$ cat config.mk
export PLATFORM = sky130hd
export DESIGN_NAME = crc_unfold_lfsr_flat
export DESIGN_NICKNAME = d
export VERILOG_FILES = /design/src/rtl/crc_unfold_lfsr_if.sv /design/src/rtl/crc_unfold_lfsr.sv /design/src/flat_wrapper.sv
export SDC_FILE = /design/constraint.sdc
export NUM_CORES = 1
export LEC_CHECK = 0
export ABC_AREA = 1
export BUFFER_PORTS_ARGS = -buffer_cell sky130_fd_sc_hd__buf_2
export CORE_MARGIN = 2
export CORE_UTILIZATION = 50
export DETAILED_ROUTE_END_ITERATION = 10
export PLACE_DENSITY = 0.72
export SYNTH_ARGS = -nofsm -noshare
export SYNTH_HDL_FRONTEND = slang
export SYNTH_SLANG_ARGS = --single-unit
$ cat constraint.sdc
create_clock -name clk -period 3 [get_ports clk]
set_input_delay 0.45 -clock clk [delete_from_list [all_inputs] [get_ports clk]]
set_output_delay 0.45 -clock clk [all_outputs]
set_load 0.01 [all_outputs]
$ cat src/rtl/crc_unfold_lfsr_if.sv
// Start/busy/done handshake and data bus of the unfolded CRC generator.
// The master drives the request; the slave returns status and the result.
interface crc_unfold_lfsr_if #(
   parameter int CRC_W = 5,
   parameter int MSG_W = 6
);
   logic             start;
   logic             chain;
   logic [MSG_W-1:0] data_in;
   logic             busy;
   logic             done;
   logic [CRC_W-1:0] crc_out;

   modport master (
      output start, chain, data_in,
      input  busy, done, crc_out
   );

   modport slave (
      input  start, chain, data_in,
      output busy, done, crc_out
   );
endinterface

$ cat src/rtl/crc_unfold_lfsr.sv
// J-unfolded CRC LFSR: one MSG_W-bit word per start, J bits per clock MSB first,
// result = M(x)*x^CRC_W mod G(x), optionally chained from the previous result.
module crc_unfold_lfsr #(
   parameter int               CRC_W = 5,
   parameter logic [CRC_W-1:0] POLY  = 5'b00101,
   parameter int               MSG_W = 6,
   parameter int               J     = 2,
   parameter logic [CRC_W-1:0] INIT  = '0
) (
   input logic               clk,
   input logic               reset,
   crc_unfold_lfsr_if.slave  bus
);

   localparam int N     = MSG_W / J;
   localparam int CNT_W = (N > 1) ? $clog2(N) : 1;

   localparam logic [0:0] S_IDLE = 1'b0;
   localparam logic [0:0] S_RUN  = 1'b1;

   if (J < 1 || J > MSG_W || (MSG_W % J) != 0) begin : g_bad_j
      $error("crc_unfold_lfsr: J must divide MSG_W and lie in 1..MSG_W");
   end

   logic [0:0]       state_q, state_d;
   logic [CRC_W-1:0] s_q, s_d;
   logic [MSG_W-1:0] msg_q, msg_d;
   logic [CNT_W-1:0] cnt_q, cnt_d;
   logic [CRC_W-1:0] crc_q, crc_d;
   logic             done_q, done_d;
   logic [CRC_W-1:0] s_step;

   // J serial LFSR steps unrolled into one combinational cone.
   function automatic logic [CRC_W-1:0] step_j(input logic [CRC_W-1:0] s_in,
                                               input logic [J-1:0]     bits);
      logic [CRC_W-1:0] s;
      logic             fb;
      s = s_in;
      for (int i = J - 1; i >= 0; i--) begin
         fb = s[CRC_W-1] ^ bits[i];
         s  = (s << 1) ^ (fb ? POLY : '0);
      end
      return s;
   endfunction

   assign s_step = step_j(s_q, msg_q[MSG_W-1 -: J]);

   always_comb begin
      // NOTE: every output of this block gets a default first so no latch is inferred.
      state_d = state_q;
      s_d     = s_q;
      msg_d   = msg_q;
      cnt_d   = cnt_q;
      crc_d   = crc_q;
      done_d  = 1'b0;
      case (state_q)
         S_IDLE: begin
            if (bus.start) begin
               msg_d   = bus.data_in;
               s_d     = bus.chain ? crc_q : INIT;
               cnt_d   = '0;
               state_d = S_RUN;
            end
         end
         default: begin
            s_d   = s_step;
            msg_d = msg_q << J;
            cnt_d = cnt_q + CNT_W'(1);
            if (cnt_q == CNT_W'(N - 1)) begin
               crc_d   = s_step;
               done_d  = 1'b1;
               state_d = S_IDLE;
            end
         end
      endcase
   end

   // NOTE: state updates use non-blocking assignments so all flops sample the same edge.
   always_ff @(posedge clk or posedge reset) begin
      if (reset) begin
         state_q <= S_IDLE;
         s_q     <= '0;
         msg_q   <= '0;
         cnt_q   <= '0;
         crc_q   <= '0;
         done_q  <= 1'b0;
      end else begin
         state_q <= state_d;
         s_q     <= s_d;
         msg_q   <= msg_d;
         cnt_q   <= cnt_d;
         crc_q   <= crc_d;
         done_q  <= done_d;
      end
   end

   assign bus.busy    = (state_q == S_RUN);
   assign bus.done    = done_q;
   assign bus.crc_out = crc_q;

endmodule

$ cat src/flat_wrapper.sv
// flat-port wrapper written by rule: the top's interface ports become plain ports
module crc_unfold_lfsr_flat 
#(
   parameter int               CRC_W = 5,
   parameter logic [CRC_W-1:0] POLY  = 5'b00101,
   parameter int               MSG_W = 6,
   parameter int               J     = 2,
   parameter logic [CRC_W-1:0] INIT  = '0
)
  (clk, reset, bus_start, bus_chain, bus_data_in, bus_busy, bus_done, bus_crc_out);
  crc_unfold_lfsr_if #(.CRC_W(CRC_W), .MSG_W(MSG_W)) bus_i ();
  input logic clk;
  input logic reset;
  input wire logic [$bits(bus_i.start)-1:0] bus_start;
  input wire logic [$bits(bus_i.chain)-1:0] bus_chain;
  input wire logic [$bits(bus_i.data_in)-1:0] bus_data_in;
  output wire logic [$bits(bus_i.busy)-1:0] bus_busy;
  output wire logic [$bits(bus_i.done)-1:0] bus_done;
  output wire logic [$bits(bus_i.crc_out)-1:0] bus_crc_out;
  assign bus_i.start = bus_start;
  assign bus_i.chain = bus_chain;
  assign bus_i.data_in = bus_data_in;
  assign bus_busy = bus_i.busy;
  assign bus_done = bus_i.done;
  assign bus_crc_out = bus_i.crc_out;
  crc_unfold_lfsr #(.CRC_W(CRC_W), .POLY(POLY), .MSG_W(MSG_W), .J(J), .INIT(INIT)) u_core (.clk(clk), .reset(reset), .bus(bus_i));
endmodule
# Word level (Yosys, flattened, before mapping)
# Index checks and enable logic that the tools add are counted.
# Widths: inputs -> output; s select.
totals:
  ff_bits: 20
  latch_bits: 0
  ram_bits: 0
  rom_bits: 0
  input_bits: 10
  output_inout_bits: 7
  wordCells: 28
  n_memories: 0
op_classes:
  addsub: 1
  mul: 0
  n_div: 0
  magnitude_cmp: 0
  eq_ne: 1
  shift: 0
  n_mux: 14
  bitwise_logic: 4
  reduce_logical: 2
op_table:
  columns: ["operator", "count"]
  rows:
  - ["$mux 5", 3]
  - ["$mux 6", 2]
  - ["$xor 5x5->5", 2]
  - ["$mux 3", 2]
  - ["$mux 1", 5]
  - ["$mux 2", 2]
  - ["$add 2x1->2 const B", 1]
  - ["$eq 2x2->1 const B", 1]
  - ["$reduce_and 2->1", 1]
  - ["$reduce_bool 2->1", 1]
  - ["$xor 1x1->1", 2]

# Logic depth before layout (Yosys ltp)
# Gate-level depths: netlist of run 1.
logic_depth:
  depth_word: 7
  ltp_mapped: 6
  depth_no_buf: 6

# Worst setup path before layout of run 1
# Ideal clock, no wire load.
synth_path:
  kind: "register -> register"
  from: "register u_core.cnt_q[0]"
  to: "register u_core.crc_q[0], in the netlist u_core.bus.crc_out[0]"
  t_arrival_ns: 0.888
  required_time_ns: 2.883
  setup_slack_ns: 1.994
  stages_incl_launch_ff: 7
  path_buffers: 0
  synth_period_minus_slack_ns: 1.006
  path_cell_list: "dfrtp_1 > inv_1 > ha_1 > nand2_8 > clkinv_8 > nand3_1 > nand2_1"
synth_via:
  elab_chain_len: 2
synth_rtl:
  columns: ["item", "line_no", "text"]
  rows:
  - ["start: declaration", "crc_unfold_lfsr.sv:28", "logic [CNT_W-1:0] cnt_q, cnt_d;"]
  - ["start signal: assignment", "crc_unfold_lfsr.sv:91", "cnt_q <= cnt_d;"]
  - ["$eq 2x2->1", "crc_unfold_lfsr.sv:69", "if (cnt_q == CNT_W'(N - 1)) begin"]
  - ["$reduce_and 2->1 (no source line)", null, null]
  - ["end signal: assignment", "crc_unfold_lfsr.sv:92", "crc_q <= crc_d;"]
  - ["end: declaration", "crc_unfold_lfsr.sv:29", "logic [CRC_W-1:0] crc_q, crc_d;"]
# No other way between the ends.
# A chain may end at the register's enable or synchronous reset.

# Worst setup path in the final report of run 1
layout_path:
  from: "register u_core.state_q, in the netlist u_core.bus.busy"
  to: "output bus_busy"
layout_rtl:
  columns: ["item", "line_no", "text"]
  rows:
  - ["start: declaration", "crc_unfold_lfsr.sv:25", "logic [0:0] state_q, state_d;"]
  - ["start signal: assignment", "crc_unfold_lfsr.sv:88", "state_q <= state_d;"]
  - ["end: declaration", "flat_wrapper.sv:17", "output wire logic [$bits(bus_i.busy)-1:0] bus_busy;"]
# No word-level cell between the ends.

==> results of run 1 <==
==> power breakdown <==
part	total, uW	leakage [uW]	internal (uW)	switching (uW)
sequential	489	0.000252	386	104
combinational	417	0.000286	166	250
clock	221	0.0000279	135	86.2
total	1130	0.000566	687	440
==> synthesized netlist by cell type <==
| master | instances | share of area |
|---|---|---|
| nor2_2 | 1 | 0.0066 |
| clkinv_8 | 1 | 0.017 |
| inv_1 | 9 | 0.036 |
| dfrtp_1 | 20 | 0.53 |
| nand2_1 | 42 | 0.17 |
| nand3b_1 | 2 | 0.016 |
| nand3_1 | 13 | 0.069 |
| nand3_2 | 2 | 0.021 |
| nand2_8 | 1 | 0.021 |
| a21oi_1 | 2 | 0.011 |
| o21ai_0 | 2 | 0.011 |
| nor2_1 | 4 | 0.016 |
| o211ai_1 | 2 | 0.016 |
| nand2_2 | 1 | 0.0066 |
| inv_2 | 1 | 0.0040 |
| buf_6 | 2 | 0.024 |
| a22o_1 | 2 | 0.018 |
| ha_1 | 1 | 0.013 |
==> metrics by stage <==
| step | setup WS [ns] | total power, uW |
|---|---|---|
| after CTS | 1.31 | 1140 |
| after global routing | 1.27 | 1220 |
| after detailed placement | 1.56 | 919 |
| after global placement | 1.61 | 901 |
| after floorplan | 1.99 | 811 |
| final | 1.31 | 1130 |
==> path summary, 6_finish.rpt <==
check | start | end | cells after the start | slack (ns)
setup / recovery | u_core.bus.busy$_DFF_PP0_ | bus_busy | 1 | 1.31
hold / removal | reset | u_core.bus.crc_out[0]$_DFFE_PP0P_ | 2 | 0.25
setup reg to reg | u_core.bus.busy$_DFF_PP0_ | u_core.msg_q[5]$_DFFE_PP0P_ | 3 | 1.56
hold reg to reg | u_core.cnt_q[0]$_DFFE_PP0P_ | u_core.cnt_q[0]$_DFFE_PP0P_ | 1 | 0.48
max in group asynchronous | reset | u_core.cnt_q[1]$_DFFE_PP0P_ | 2 | 2.26
min in group clk | bus_data_in[3] | u_core.msg_q[3]$_DFFE_PP0P_ | 3 | 0.34
==> registers in the layout, indices dropped and copies added (netlist names) <==
| register | cells |
|---|---|
| u_core.bus.crc_out | 5 |
| u_core.bus.busy | 1 |
| u_core.bus.done | 1 |
| u_core.msg_q | 6 |
| u_core.cnt_q | 2 |
| u_core.s_q | 5 |
==> logic make-up after synthesis <==
logic type      synth area share
fa+ha+maj                 0.0132
simple gates               0.322
buf+inv                   0.0806
flops                      0.528
compound gates            0.0555
==> per-layer routing <==
layer / global-route usage / share of wire / vias up
li1: - / - / 382
met1: 0.269 / 0.52 / 327
met2: 0.270 / 0.43 / 15
met3: 0.0226 / 0.037 / 4
met4: 0.100 / 0.018 / 0
met5: 0 / 0 / -
==> area by class of cell <==
class / instances / area, um2
multi-input cells: 75 / 370
inverters: 11 / 53.8
repair buffers: 16 / 80.1
fillers: 155 / 657
flip-flops and latches: 20 / 500
clock inverters: 1 / 30.0
well taps: 25 / 31.3
clock buffers: 3 / 22.5
==> impl_results.md, run 1 <==
* Outcome: completed
* Design Area, Final at approximately 1100 um2
* Util after Layout at 0.624
* TritonCTS clock tree: yes
* Syn nets at ~120
* CTS Buf Count at 3
* CTS clk-pin slew, worst paths at 0.13 ns
* First-pass GRT wire length at 2.88 mm
* Fin. Hold Viols at 0
* Pin count of the biggest net entering global routing at 21
* Critical Path RT at 2.55 ns
* Synthesized area at 947 um2
* TritonCTS Sinks at 20
* Buffers on Ports at 16
* Row count at 15
* Worst-path cell chain: buf_2
* DR DRC count at 0
* Worst Setup End Kind: output port
* CP max-delay cell: dfrtp_1
* Total Neg Setup Slack at 0 ns
* Starting Density at 0.543
* Post-Place Cells at 147
* Die Y at 47.5 um
* Hold slack at 0.248 ns
* Avg Cell Area, Syn at 8.77 um2
* Commonest non-fill, non-tap cells in the layout: nand2_1, dfrtp_1, buf_2, nand3_1, inv_1
* Post-layout minimum cycle time at 1.69 ns
* Drt via density at 4.82
* Initial drt markers at 11
* Clock Latency Late Sink at ~0.31 ns
* Resized Gates After CTS at 0
* Syn Inst Count at 108
* Area after DPL at 1040 um2
* Antenna Nets Post-Route at 0
* Routed wire length at around 1.7 mm
* Core box area at 1750 um2
* Critical Path AT at 1.24 ns
* GRT Total Usage at 0.186
* RD Place Congestion at 0.786
* Post-synthesis cell type count at 18
* Io pins at 17
* Clock skew after layout at 0.0141 ns
* DIE WIDTH at about 48 um
* PwrDens at between 1000 and 1500 nW/um2
* Post-CTS setup buffer count at 0
* Synth warn at 0
* Max-slew headroom at the worst pin at 0.495
* Setup violations, final at 0
* Die area at 2260 um2
* Critical path's top delay family: flip-flops
* Initial antenna violation count at 0
* Ant diodes at 0
* Critical path class: register to output port
* CTS hold repair buffers at 0
* Flops & latches, synth at 20
* Hold Path Class: primary input to async pin
* RSZ-0062 raised after global routing: no
* Maxcap violations at 0
* Worst-margin pin slew at roughly 0.76 ns
* P_leak at 0.000566 uW
* Vias in the first global route at 639
* Slowest stage delay, CP at 0.71 ns
* CTS max path bufs at 2
* WL/cell at roughly 11 um
* Via Count at around 730
* CP bufs+invs at 1
* Hpwl dp at 1.26 mm
* Area Overhead vs Synth at 14.9%
* Max Clk Rate at a little under 600 MHz
* Worst setup SP type: register
* Non-Filler Instances at 151
* VDD IR-drop max at 0.000498 V
* Share of cells above drive strength 1 at 0.214
* Final Net Count at 138
* CTS H-tree depth at 1
* Total congestion overflow at 0
* Most common cell after layout, fill and taps aside: nand2_1
* Drt first pass iters at 3
* Register area share after synthesis at 0.528
* Crit-path max FO at 13
* Clk root buf: clkbuf_4
* Period Utilization, post-route at 0.562
* Max-slew violation count at 0
Note: power is estimated with default switching activity, not from simulation.
==> run 2: changes to the inputs <==
--- a/config.mk
+++ b/config.mk
@@ -8,7 +8,7 @@
 export ABC_AREA = 1
 export BUFFER_PORTS_ARGS = -buffer_cell sky130_fd_sc_hd__buf_2
 export CORE_MARGIN = 2
-export CORE_UTILIZATION = 50
+export CORE_UTILIZATION = 48
 export DETAILED_ROUTE_END_ITERATION = 10
 export PLACE_DENSITY = 0.72
 export SYNTH_ARGS = -nofsm -noshare
==> constraint.sdc (replaced) <==
create_clock -name clk -period 1.45 [get_ports clk]
set_input_delay 0.2175 -clock clk [delete_from_list [all_inputs] [get_ports clk]]
set_output_delay 0.2175 -clock clk [all_outputs]
set_load 0.01 [all_outputs]
==> run 2 against run 1 <==
Critical path depth up 5. Largest power group unchanged. Cell count up 3.3%. Wire length up 1.3%. Clock-buffer cell count unchanged. Sequential share of layout area down 0.21 points. Sequential power up 99%. Critical path type is now register to register.
==> impl_results.md, run 2 (synthesis results as in run 1) <==
* Outcome: completed
* CP max-delay cell: dfrtp_1
* P_leak at 0.000571 uW (+0.82%)
* Critical path class: register to register
* DR DRC count at 0 (unchanged)
* Slowest stage delay, CP at 0.38 ns (-0.33 ns)
* Setup violations, final at 0 (unchanged)
* Drt via density at 4.93 (+2.2%)
* CTS Buf Count at 3 (unchanged)
* Buffers on Ports at 16 (unchanged)
* Row count at 16 (+1)
* WL/cell at 11.1 um (-2.0%)
* Drt first pass iters at 4 (+1)
* Design Area, Final at 1090 um2 (+0.46%)
* Critical Path RT at 1.63 ns (-0.92 ns)
* Maxcap violations at 0 (unchanged)
* Sw Pwr at 893 uW (+100%)
* Clk root buf: clkbuf_4
* Post-layout minimum cycle time at 1.08 ns
* Die Y at 48.4 um (+1.9%)
* TritonCTS clock tree: yes
* Post-CTS setup buffer count at 0 (unchanged)
* Commonest non-fill, non-tap cells in the layout: nand2_1, dfrtp_1, buf_2, nand3_1, inv_1
* Routed wire length at 1.73 mm (+1.3%)
* GRT Total Usage at 0.166 (-0.0200)
* Period Utilization, post-route at 0.747
* Clock skew after layout at 0.00563 ns (-0.00851 ns)
* CTS clk-pin slew, worst paths at 0.10 ns (-0.03 ns)
* CTS hold repair buffers at 1 (+1)
* CTS max path bufs at 2 (unchanged)
* Final worst slack at 0.366 ns (-0.948 ns)
* Hold Path Class: primary input to register
* Initial antenna violation count at 0 (unchanged)
* Total congestion overflow at 0 (unchanged)
* Hpwl dp at 1.31 mm (+4.0%)
* Max-slew headroom at the worst pin at 0.830 (+0.335)
* DIE WIDTH at 48.4 um (+1.9%)
* Initial drt markers at 18 (+7)
* CTS H-tree depth at 1 (unchanged)
* Max Clk Rate at around 920 MHz
* PwrDens at 1980 nW/um2 (+91%)
* First-pass GRT wire length at 3.09 mm (+7.4%)
* Worst-path cell chain: inv_1 -> ha_1 -> nand2_8 -> clkinv_8 -> nand3_1 -> nand2_1
* RD Place Congestion at 0.808 (+2.7%)
* Via Count at 769 (+5.6%)
* Share of power burned in registers at 0.450 (+0.016)
* Sw frac at 0.413 (+0.0225)
* Final Net Count at 142 (+2.9%)
* Core box area at 1900 um2 (+9.0%)
* Share of cells above drive strength 1 at 0.225 (+0.0105)
* Fin. Hold Viols at 0 (unchanged)
* Io pins at 17 (unchanged)
* Vias in the first global route at 756 (+18%)
* Most flops, register: u_core.msg_q
* Crit-path max FO at 7 (-6)
* Max FFs per register at 6 (unchanged)
* Most common cell after layout, fill and taps aside: nand2_1
* Worst-margin pin slew at 0.255 ns (-0.502 ns)
* Max-slew violation count at 0 (unchanged)
* Critical Path AT at 1.27 ns (+0.03 ns)
* Resized Gates After CTS at 0 (unchanged)
* Die area at 2340 um2 (+3.8%)
* Clock Latency Late Sink at 0.29 ns (-0.02 ns)
* Util after Layout at 0.575 (-0.0487)
* Clock power share at 0.114 (-0.082)
* RSZ-0062 raised after global routing: no
* Worst Setup End Kind: register
* Setup WS pre-CTS at 0.361 ns (-1.20 ns)
* Pin count of the biggest net entering global routing at 21 (unchanged)
* VDD IR-drop max at 0.000852 V (+71%)
* Cell-internal power at 1270 uW (+85%)
* Starting Density at 0.498 (-0.0446)
* Antenna Nets Post-Route at 0 (unchanged)
* Area Overhead vs Synth at 15.5%
* TritonCTS Sinks at 20 (unchanged)
* Total Neg Setup Slack at 0 ns (unchanged)
* Combinational Power Share at 0.436 (+0.067)
* Ant diodes at 0 (unchanged)
* Worst setup SP type: register
* Area after DPL at 1060 um2 (+2.4%)
-- run 2: worst paths after layout --
check                                            startpoint  depth (start not counted)  slack (ns)                                 to
worst min register to register  u_core.cnt_q[0]$_DFFE_PP0P_                          1        0.49        u_core.cnt_q[0]$_DFFE_PP0P_
min in group asynchronous                             reset                          4        0.48        u_core.msg_q[4]$_DFFE_PP0P_
worst max register to register  u_core.cnt_q[0]$_DFFE_PP0P_                          6        0.37  u_core.bus.crc_out[1]$_DFFE_PP0P_
worst max-delay path            u_core.cnt_q[0]$_DFFE_PP0P_                          6        0.37  u_core.bus.crc_out[1]$_DFFE_PP0P_
max in group asynchronous                             reset                          4        0.76          u_core.s_q[1]$_DFFE_PP0P_
worst min-delay path                         bus_data_in[3]                          3        0.13        u_core.msg_q[3]$_DFFE_PP0P_
-- run 2: power groups by stage --
stage                     logic, uW  clock network [uW]  registers [uW]
after global routing           1070                 286            1010
after global placement          926                   0             973
final                           943                 246             973
after detailed placement        946                   0             986
after floorplan                 686                   0             992
after CTS                       956                 258             972
-- run 2: critical path, delay by kind of cell (launching register included) --
kind	cells	cell delay, ns
flops	1	0.38
simple gates	3	0.24
fa+ha+maj	1	0.25
buf+inv	2	0.12
-- run 2: final cells by class --
| type | count | area (um2) |
|---|---|---|
| fillers | 180 | 808 |
| flip-flops and latches | 20 | 500 |
| multi-input cells | 75 | 370 |
| repair buffers | 20 | 113 |
| inverters | 11 | 53.8 |
| well taps | 27 | 33.8 |
| clock buffers | 3 | 22.5 |
-- run 2: per-layer routing --
| layer | track usage | part of all wire | vias up |
|---|---|---|---|
| met5 | 0 | 0 | - |
| met4 | 0.0667 | 0.014 | 0 |
| met3 | 0.0185 | 0.061 | 4 |
| met2 | 0.294 | 0.47 | 27 |
| met1 | 0.207 | 0.45 | 352 |
| li1 | - | - | 386 |
-- run 2: stage by stage --
step	cells	hold WS, ns	power [uW]
floorplan	108	0.181	1680
global placement	152	0.251	1900
CTS	156	0.125	2190
finish	156	0.134	2160
global route	156	0.148	2370
detailed placement	152	0.253	1930
